[config.mk]
export PLATFORM = sky130hd
export DESIGN_NAME = pipelined_alu_core
export DESIGN_NICKNAME = d
export VERILOG_FILES = /design/src/rtl/alu_core_pkg.sv /design/src/rtl/alu_core_exec.sv /design/src/rtl/pipelined_alu_core.sv
export SDC_FILE = /design/constraint.sdc
export NUM_CORES = 2
export LEC_CHECK = 0
export BUFFER_PORTS_ARGS = -buffer_cell sky130_fd_sc_hd__buf_2
export CAP_MARGIN = 30
export CORE_MARGIN = 1
export CORE_UTILIZATION = 44
export DETAILED_ROUTE_END_ITERATION = 6
export GPL_TIMING_DRIVEN = 0
export PLACE_DENSITY = 0.64
export SYNTH_ARGS = -nofsm -noshare
export SYNTH_HDL_FRONTEND = slang
export SYNTH_HIERARCHICAL = 1
export SYNTH_SLANG_ARGS = --single-unit
[constraint.sdc]
create_clock -name clk -period 6 [get_ports clk]
set_input_delay 0.6 -clock clk [delete_from_list [all_inputs] [get_ports clk]]
set_output_delay 0.6 -clock clk [all_outputs]
set_load 0.01 [all_outputs]
[src/rtl/alu_core_pkg.sv]
// Shared definitions for the pipelined ALU core family: opcodes, instruction
// field positions and decode predicates.
package alu_core_pkg;

   localparam logic [3:0] OP_ADD  = 4'd0;
   localparam logic [3:0] OP_SUB  = 4'd1;
   localparam logic [3:0] OP_AND  = 4'd2;
   localparam logic [3:0] OP_OR   = 4'd3;
   localparam logic [3:0] OP_XOR  = 4'd4;
   localparam logic [3:0] OP_SLL  = 4'd5;
   localparam logic [3:0] OP_SRL  = 4'd6;
   localparam logic [3:0] OP_SLT  = 4'd7;
   localparam logic [3:0] OP_ADDI = 4'd8;
   localparam logic [3:0] OP_LUI  = 4'd9;

   localparam int OP_LSB  = 28;
   localparam int RD_LSB  = 24;
   localparam int RS1_LSB = 20;
   localparam int RS2_LSB = 16;
   localparam int IMM_LSB = 0;

   // Opcodes above LUI are all treated as no-operation.
   function automatic logic is_nop(input logic [3:0] op);
      return (op > OP_LUI);
   endfunction

   function automatic logic uses_rs1(input logic [3:0] op);
      return (op <= OP_ADDI);
   endfunction

   function automatic logic uses_rs2(input logic [3:0] op);
      return (op <= OP_SLT);
   endfunction

endpackage

[src/rtl/alu_core_exec.sv]
// Combinational ALU for the pipelined core: op, operands and immediate in,
// DW-bit result out. Arithmetic wraps modulo 2^DW.
module alu_core_exec
   import alu_core_pkg::*;
#(
   parameter int DW = 32
) (
   input  logic [3:0]    op,
   input  logic [DW-1:0] a,
   input  logic [DW-1:0] b,
   input  logic [15:0]   imm,
   output logic [DW-1:0] result
);

   localparam int SW = $clog2(DW);

   // Result select by opcode; NOP codes produce zero and are never retired.
   always_comb begin
      result = '0;
      case (op)
         OP_ADD:  result = a + b;
         OP_SUB:  result = a - b;
         OP_AND:  result = a & b;
         OP_OR:   result = a | b;
         OP_XOR:  result = a ^ b;
         OP_SLL:  result = a << b[SW-1:0];
         OP_SRL:  result = a >> b[SW-1:0];
         OP_SLT:  result = {{(DW-1){1'b0}}, ($signed(a) < $signed(b))};
         OP_ADDI: result = a + DW'($signed(imm));
         OP_LUI:  result = (DW >= 32) ? DW'({imm, 16'd0}) : DW'(imm);
         default: result = '0;
      endcase
   end

endmodule

[src/rtl/pipelined_alu_core.sv]
// Three-stage IF/ID/EX register-register ALU pipeline fed by a valid/ready
// instruction stream; RAW hazards are forwarded (FWD=1) or interlocked (FWD=0).
module pipelined_alu_core
   import alu_core_pkg::*;
#(
   parameter int DW  = 32,
   parameter int FWD = 1,
   parameter int CW  = 16
) (
   input  logic          clk,
   input  logic          rst,
   input  logic          in_valid,
   input  logic [31:0]   in_instr,
   output logic          in_ready,
   output logic          out_valid,
   output logic [DW-1:0] aluout,
   output logic [3:0]    out_rd,
   output logic [CW-1:0] retire_cnt,
   output logic [CW-1:0] stall_cnt
);

   logic          if_valid_r;
   logic [31:0]   if_instr_r;
   logic [DW-1:0] rf_r [16];

   logic          ex_valid_r;
   logic [3:0]    ex_op_r;
   logic [3:0]    ex_rd_r;
   logic [DW-1:0] ex_a_r;
   logic [DW-1:0] ex_b_r;
   logic [15:0]   ex_imm_r;
   logic [DW-1:0] ex_res_s;

   logic [3:0]    id_op_s;
   logic [3:0]    id_rd_s;
   logic [3:0]    id_rs1_s;
   logic [3:0]    id_rs2_s;
   logic [15:0]   id_imm_s;
   logic [DW-1:0] id_a_s;
   logic [DW-1:0] id_b_s;
   logic          haz1_s;
   logic          haz2_s;
   logic          stall_s;

   assign id_op_s  = if_instr_r[OP_LSB  +: 4];
   assign id_rd_s  = if_instr_r[RD_LSB  +: 4];
   assign id_rs1_s = if_instr_r[RS1_LSB +: 4];
   assign id_rs2_s = if_instr_r[RS2_LSB +: 4];
   assign id_imm_s = if_instr_r[IMM_LSB +: 16];

   alu_core_exec #(.DW(DW)) u_exec (
      .op     (ex_op_r),
      .a      (ex_a_r),
      .b      (ex_b_r),
      .imm    (ex_imm_r),
      .result (ex_res_s)
   );

   // Hazard detect against EX and operand select; forwarding always beats the register file.
   always_comb begin
      haz1_s = if_valid_r && ex_valid_r && uses_rs1(id_op_s) &&
               (id_rs1_s != 4'd0) && (id_rs1_s == ex_rd_r);
      haz2_s = if_valid_r && ex_valid_r && uses_rs2(id_op_s) &&
               (id_rs2_s != 4'd0) && (id_rs2_s == ex_rd_r);
      stall_s = (FWD == 0) && (haz1_s || haz2_s);
      if ((FWD != 0) && haz1_s) begin
         id_a_s = ex_res_s;
      end else begin
         id_a_s = rf_r[id_rs1_s];
      end
      if ((FWD != 0) && haz2_s) begin
         id_b_s = ex_res_s;
      end else begin
         id_b_s = rf_r[id_rs2_s];
      end
      in_ready = !if_valid_r || !stall_s;
   end

   // Pipeline registers, register file writeback and counters.
   always_ff @(posedge clk) begin
      if (!rst) begin
         if_valid_r <= 1'b0;
         if_instr_r <= 32'd0;
         ex_valid_r <= 1'b0;
         ex_op_r    <= 4'd0;
         ex_rd_r    <= 4'd0;
         ex_a_r     <= '0;
         ex_b_r     <= '0;
         ex_imm_r   <= 16'd0;
         out_valid  <= 1'b0;
         aluout     <= '0;
         out_rd     <= 4'd0;
         retire_cnt <= '0;
         stall_cnt  <= '0;
         for (int i = 0; i < 16; i++) begin
            rf_r[i] <= '0;
         end
      end else begin
         if (!stall_s) begin
            if_valid_r <= in_valid;
            if (in_valid) begin
               if_instr_r <= in_instr;
            end
         end
         // NOPs are dropped here so EX only ever holds retiring work.
         ex_valid_r <= if_valid_r && !stall_s && !is_nop(id_op_s);
         if (if_valid_r && !stall_s) begin
            ex_op_r  <= id_op_s;
            ex_rd_r  <= id_rd_s;
            ex_a_r   <= id_a_s;
            ex_b_r   <= id_b_s;
            ex_imm_r <= id_imm_s;
         end
         out_valid <= ex_valid_r;
         if (ex_valid_r) begin
            aluout     <= ex_res_s;
            out_rd     <= ex_rd_r;
            retire_cnt <= retire_cnt + CW'(1);
            if (ex_rd_r != 4'd0) begin
               rf_r[ex_rd_r] <= ex_res_s;
            end
         end
         if (stall_s) begin
            stall_cnt <= stall_cnt + CW'(1);
         end
      end
   end

endmodule

==> key figures <==
Place
  – PortBufs: 86
  – RePlAce Congestion: 1.05
  – Post-DP HPWL: 124 mm
  – Pre-CTS setup slack: -0.712 ns

Floorplanning
  – Die area: 97900 um^2
  – Chip height: 313 um
  – Placeable Area: 95300 um^2
  – Num ports: 105
  – Starting Density: 44.6%
  – Row cnt: 113
  – Die width: 313 um

Synthesis
  – FF+latch count, synth: 695
  – Syn_area_per_cell: 11.7 um^2
  – Predominant post-synthesis flop cell: edfxtp_1
  – Post-synth EDFFs: 512
  – Cells after synthesis: 3626
  – Synth async-reset ratio: 0%
  – Post-synth top area share: 36.2%
  – Most instantiated cells after synthesis: edfxtp_1, and2_1, nor2_1
  – Yosys warnings: 6
  – Unique masters post-synth: 88
  – Sequential area share after synthesis: 44.8%
  – Post-synth top area cell: edfxtp_1
  – Mapped Area: 42500 um^2
  – Count leader, synth: edfxtp_1
  – Synth top area cells: edfxtp_1, mux4_2, dfxtp_1

Worst hold path
  – Hold WC Path Type: input port to flip-flop

Power
  – Power Internal: 9.11 mW
  – Gate power share: 20.7%
  – Total power: 13.2 mW
  – Sw Share: 31.0%
  – Max VDD drop: 0.000197 V
  – P_sw: 4.10 mW
  – Pwr/cell area: 274 nW/um^2
  – Leakage power: 18.0 nW
  – Clock power share: 37.2%
  – Part of the power in registers: 42.2%

STA
  – Fin crit share: 96.6%
  – Fmax: 0.173 GHz
  – Slew @ Worst Pin: 1.13 ns
  – Min Tclk post-route: 5.79 ns
  – Slew Limit Fails: 0
  – Worst hold slack: 0.195 ns
  – # setup viols final: 0
  – Unrepaired setup endpoints after global routing: no
  – Count of final hold-check violations: 0
  – Final Skew: 0.0463 ns
  – Max-slew headroom: 24.6%
  – Post-route setup slack: 0.205 ns
  – Setup_tns: 0 ns

Setup path
  – Cell Chain, Critical Path: buf_2, clkbuf_1, clkbuf_1, mux2_2, ha_1, nor2b_1, o31ai_2, a211oi_2, a211oi_2, xnor2_1, a211oi_1, o21ai_1, buf_6, clkbuf_1, and2_1
  – Worst path max stage delay: 0.63 ns
  – Req. time, crit path: 6.40 ns
  – Maximum fanout along the worst path: 10
  – Worst setup SP type: flip-flop
  – Critical path arrival: 6.20 ns
  – CP max stage cell: clkbuf_1
  – Crit Path Class: flip-flop to flip-flop
  – CP Capture Type: flip-flop
  – CP most frequent cell: clkbuf_1

Final layout
  – Layout cells sized above 1: 18.5%
  – NumNets Final: 4070
  – Register area: 19000 um^2
  – Area Growth Syn to Fin: 13.5%
  – Layout fillers: 8555
  – Multi-input logic area: 22000 um^2

Clocking
  – CTS sink count: 695
  – Post-CTS Hold Buffers: 0
  – Clock root buffer master: clkbuf_16
  – Clock Latency Late Sink: 0.67 ns
  – H-tree depth: 3
  – CTS clk-pin slew, worst paths: 0.06 ns
  – Number of buffers created by CTS: 80
  – Clock Path Buffers: 3
  – CTS tree: yes

Route
  – DR DRC count: 3
  – Routed WL: 165 mm
  – DRT iter0 DRCs: 4476
  – Vias per inst: 6.32
  – First-pass DRT Iterations: 7
  – WL/cell: 31.6 um
  – Via count: 33026
  – ANT nets after route: 0

Global routing
  – Vias in the first global route: 32438
  – Initial antenna violation count: 2
  – GRT overflow: 0
  – Largest net degree at the start of global routing: 31
  – GRT Total Usage: 33.5%
  – First-pass GRT wire length: 234 mm

Outcome
  – Status: finished, violations left
  – Violated checks: design-rule violations

Run
  – Maxcap violations: 0
-- per-layer routing --
metal  wire [um]  vias up  global-route usage [%]
met5          92        -                   0.629
met4       10800        2                    19.2
met3       16400      472                    7.85
met2       74000     2013                    51.7
met1       63900    16414                    43.2
li1            -    14125                       -
-- registers in the layout (all words and copies together), names as in the netlist, named ones only --
signal / count
rf_r: 512
aluout: 32
ex_a_r: 32
ex_b_r: 32
if_instr_r: 32
ex_imm_r: 16
retire_cnt: 16
ex_op_r: 4
ex_rd_r: 4
out_rd: 4
ex_valid_r: 1
if_valid_r: 1
out_valid: 1
-- cell usage in the layout, fill, tap and decap left out, drive strengths merged, types with 13 or more instances in the layout --
master,instances
edfxtp,512
and2,488
nor2,387
mux4,312
clkbuf,291
buf,269
nand2,183
dfxtp,183
a22oi,145
mux2i,136
ha,135
inv,103
o21ai,103
a21oi,93
o221a,64
conb,49
nor3,38
xnor2,36
nand3,35
clkinv,30
a211oi,26
a221oi,23
mux2,22
xor2,21
o211ai,20
o22ai,19
nand4,17
nor2b,16
nand2b,16
or3,15
o31ai,14
o21bai,13
-- path summary, 6_finish.rpt --
check,startpoint,end,slack (ns),cells past startpoint
max,ex_b_r[2],rf_r[6][14],0.21,15
min,in_instr[0],if_instr_r[0],0.19,3
max reg2reg,ex_b_r[2],rf_r[6][14],0.21,15
min reg2reg,aluout[9],aluout[9],0.49,2
-- worst max-delay path, delay by kind of cell (launching register included) --
family / cells / cell delay [ns]
buf+inv: 5 / 2.00
simple gates: 2 / 0.38
compound gates: 5 / 2.03
flops: 1 / 0.39
mux: 1 / 0.33
fa+ha+maj: 1 / 0.27
xor+xnor: 1 / 0.14
-- logic make-up (layout without fill, tap and decap cells) --
kind of cell / Yosys count / in the layout / share of synthesized area, %
flops: 695 / 695 / 44.8
simple gates: 1243 / 1243 / 14.9
other cells: 2 / 51 / 0.0177
buf+inv: 413 / 702 / 4.32
mux: 470 / 470 / 20.3
compound gates: 609 / 609 / 10.5
xor+xnor: 57 / 57 / 1.17
fa+ha+maj: 137 / 137 / 4.07
-- final cells by class --
type	instances	share of cell area, %
clock inverters	42	0.817
diodes	2	0.0104
repair buffers	144	2.40
flip-flops and latches	695	39.5
inverters	99	0.770
well taps	1265	3.28
plain buffers	313	3.05
multi-input cells	2565	45.6
clock buffers	104	4.57
-- through the flow --
step	utilization, %	cell area (um^2)	cells
after CTS	50.5	48200	5220
after global placement	46.9	44700	5024
after detailed placement	47.8	45500	5072
after floorplan	-	42700	3673
final	50.6	48300	5229
after global routing	50.6	48200	5227
-- power groups by stage --
stage / logic (mW) / registers (mW) / clock network [mW]
floorplan: 1.58 / 5.55 / 0
global placement: 2.51 / 5.67 / 0
detailed placement: 2.60 / 5.66 / 0
CTS: 2.62 / 5.56 / 4.94
global route: 2.83 / 5.58 / 5.11
finish: 2.73 / 5.57 / 4.91
-- what timing repair did --
| action | CTS | global route |
|---|---|---|
| gates resized for setup | 7 | 7 |
| endpoints found under the setup margin | 184 | 110 |
| setup buffers | 2 | 3 |
| pin swaps | 1 | 1 |
No activity file was read; power rests on OpenSTA's default activity.
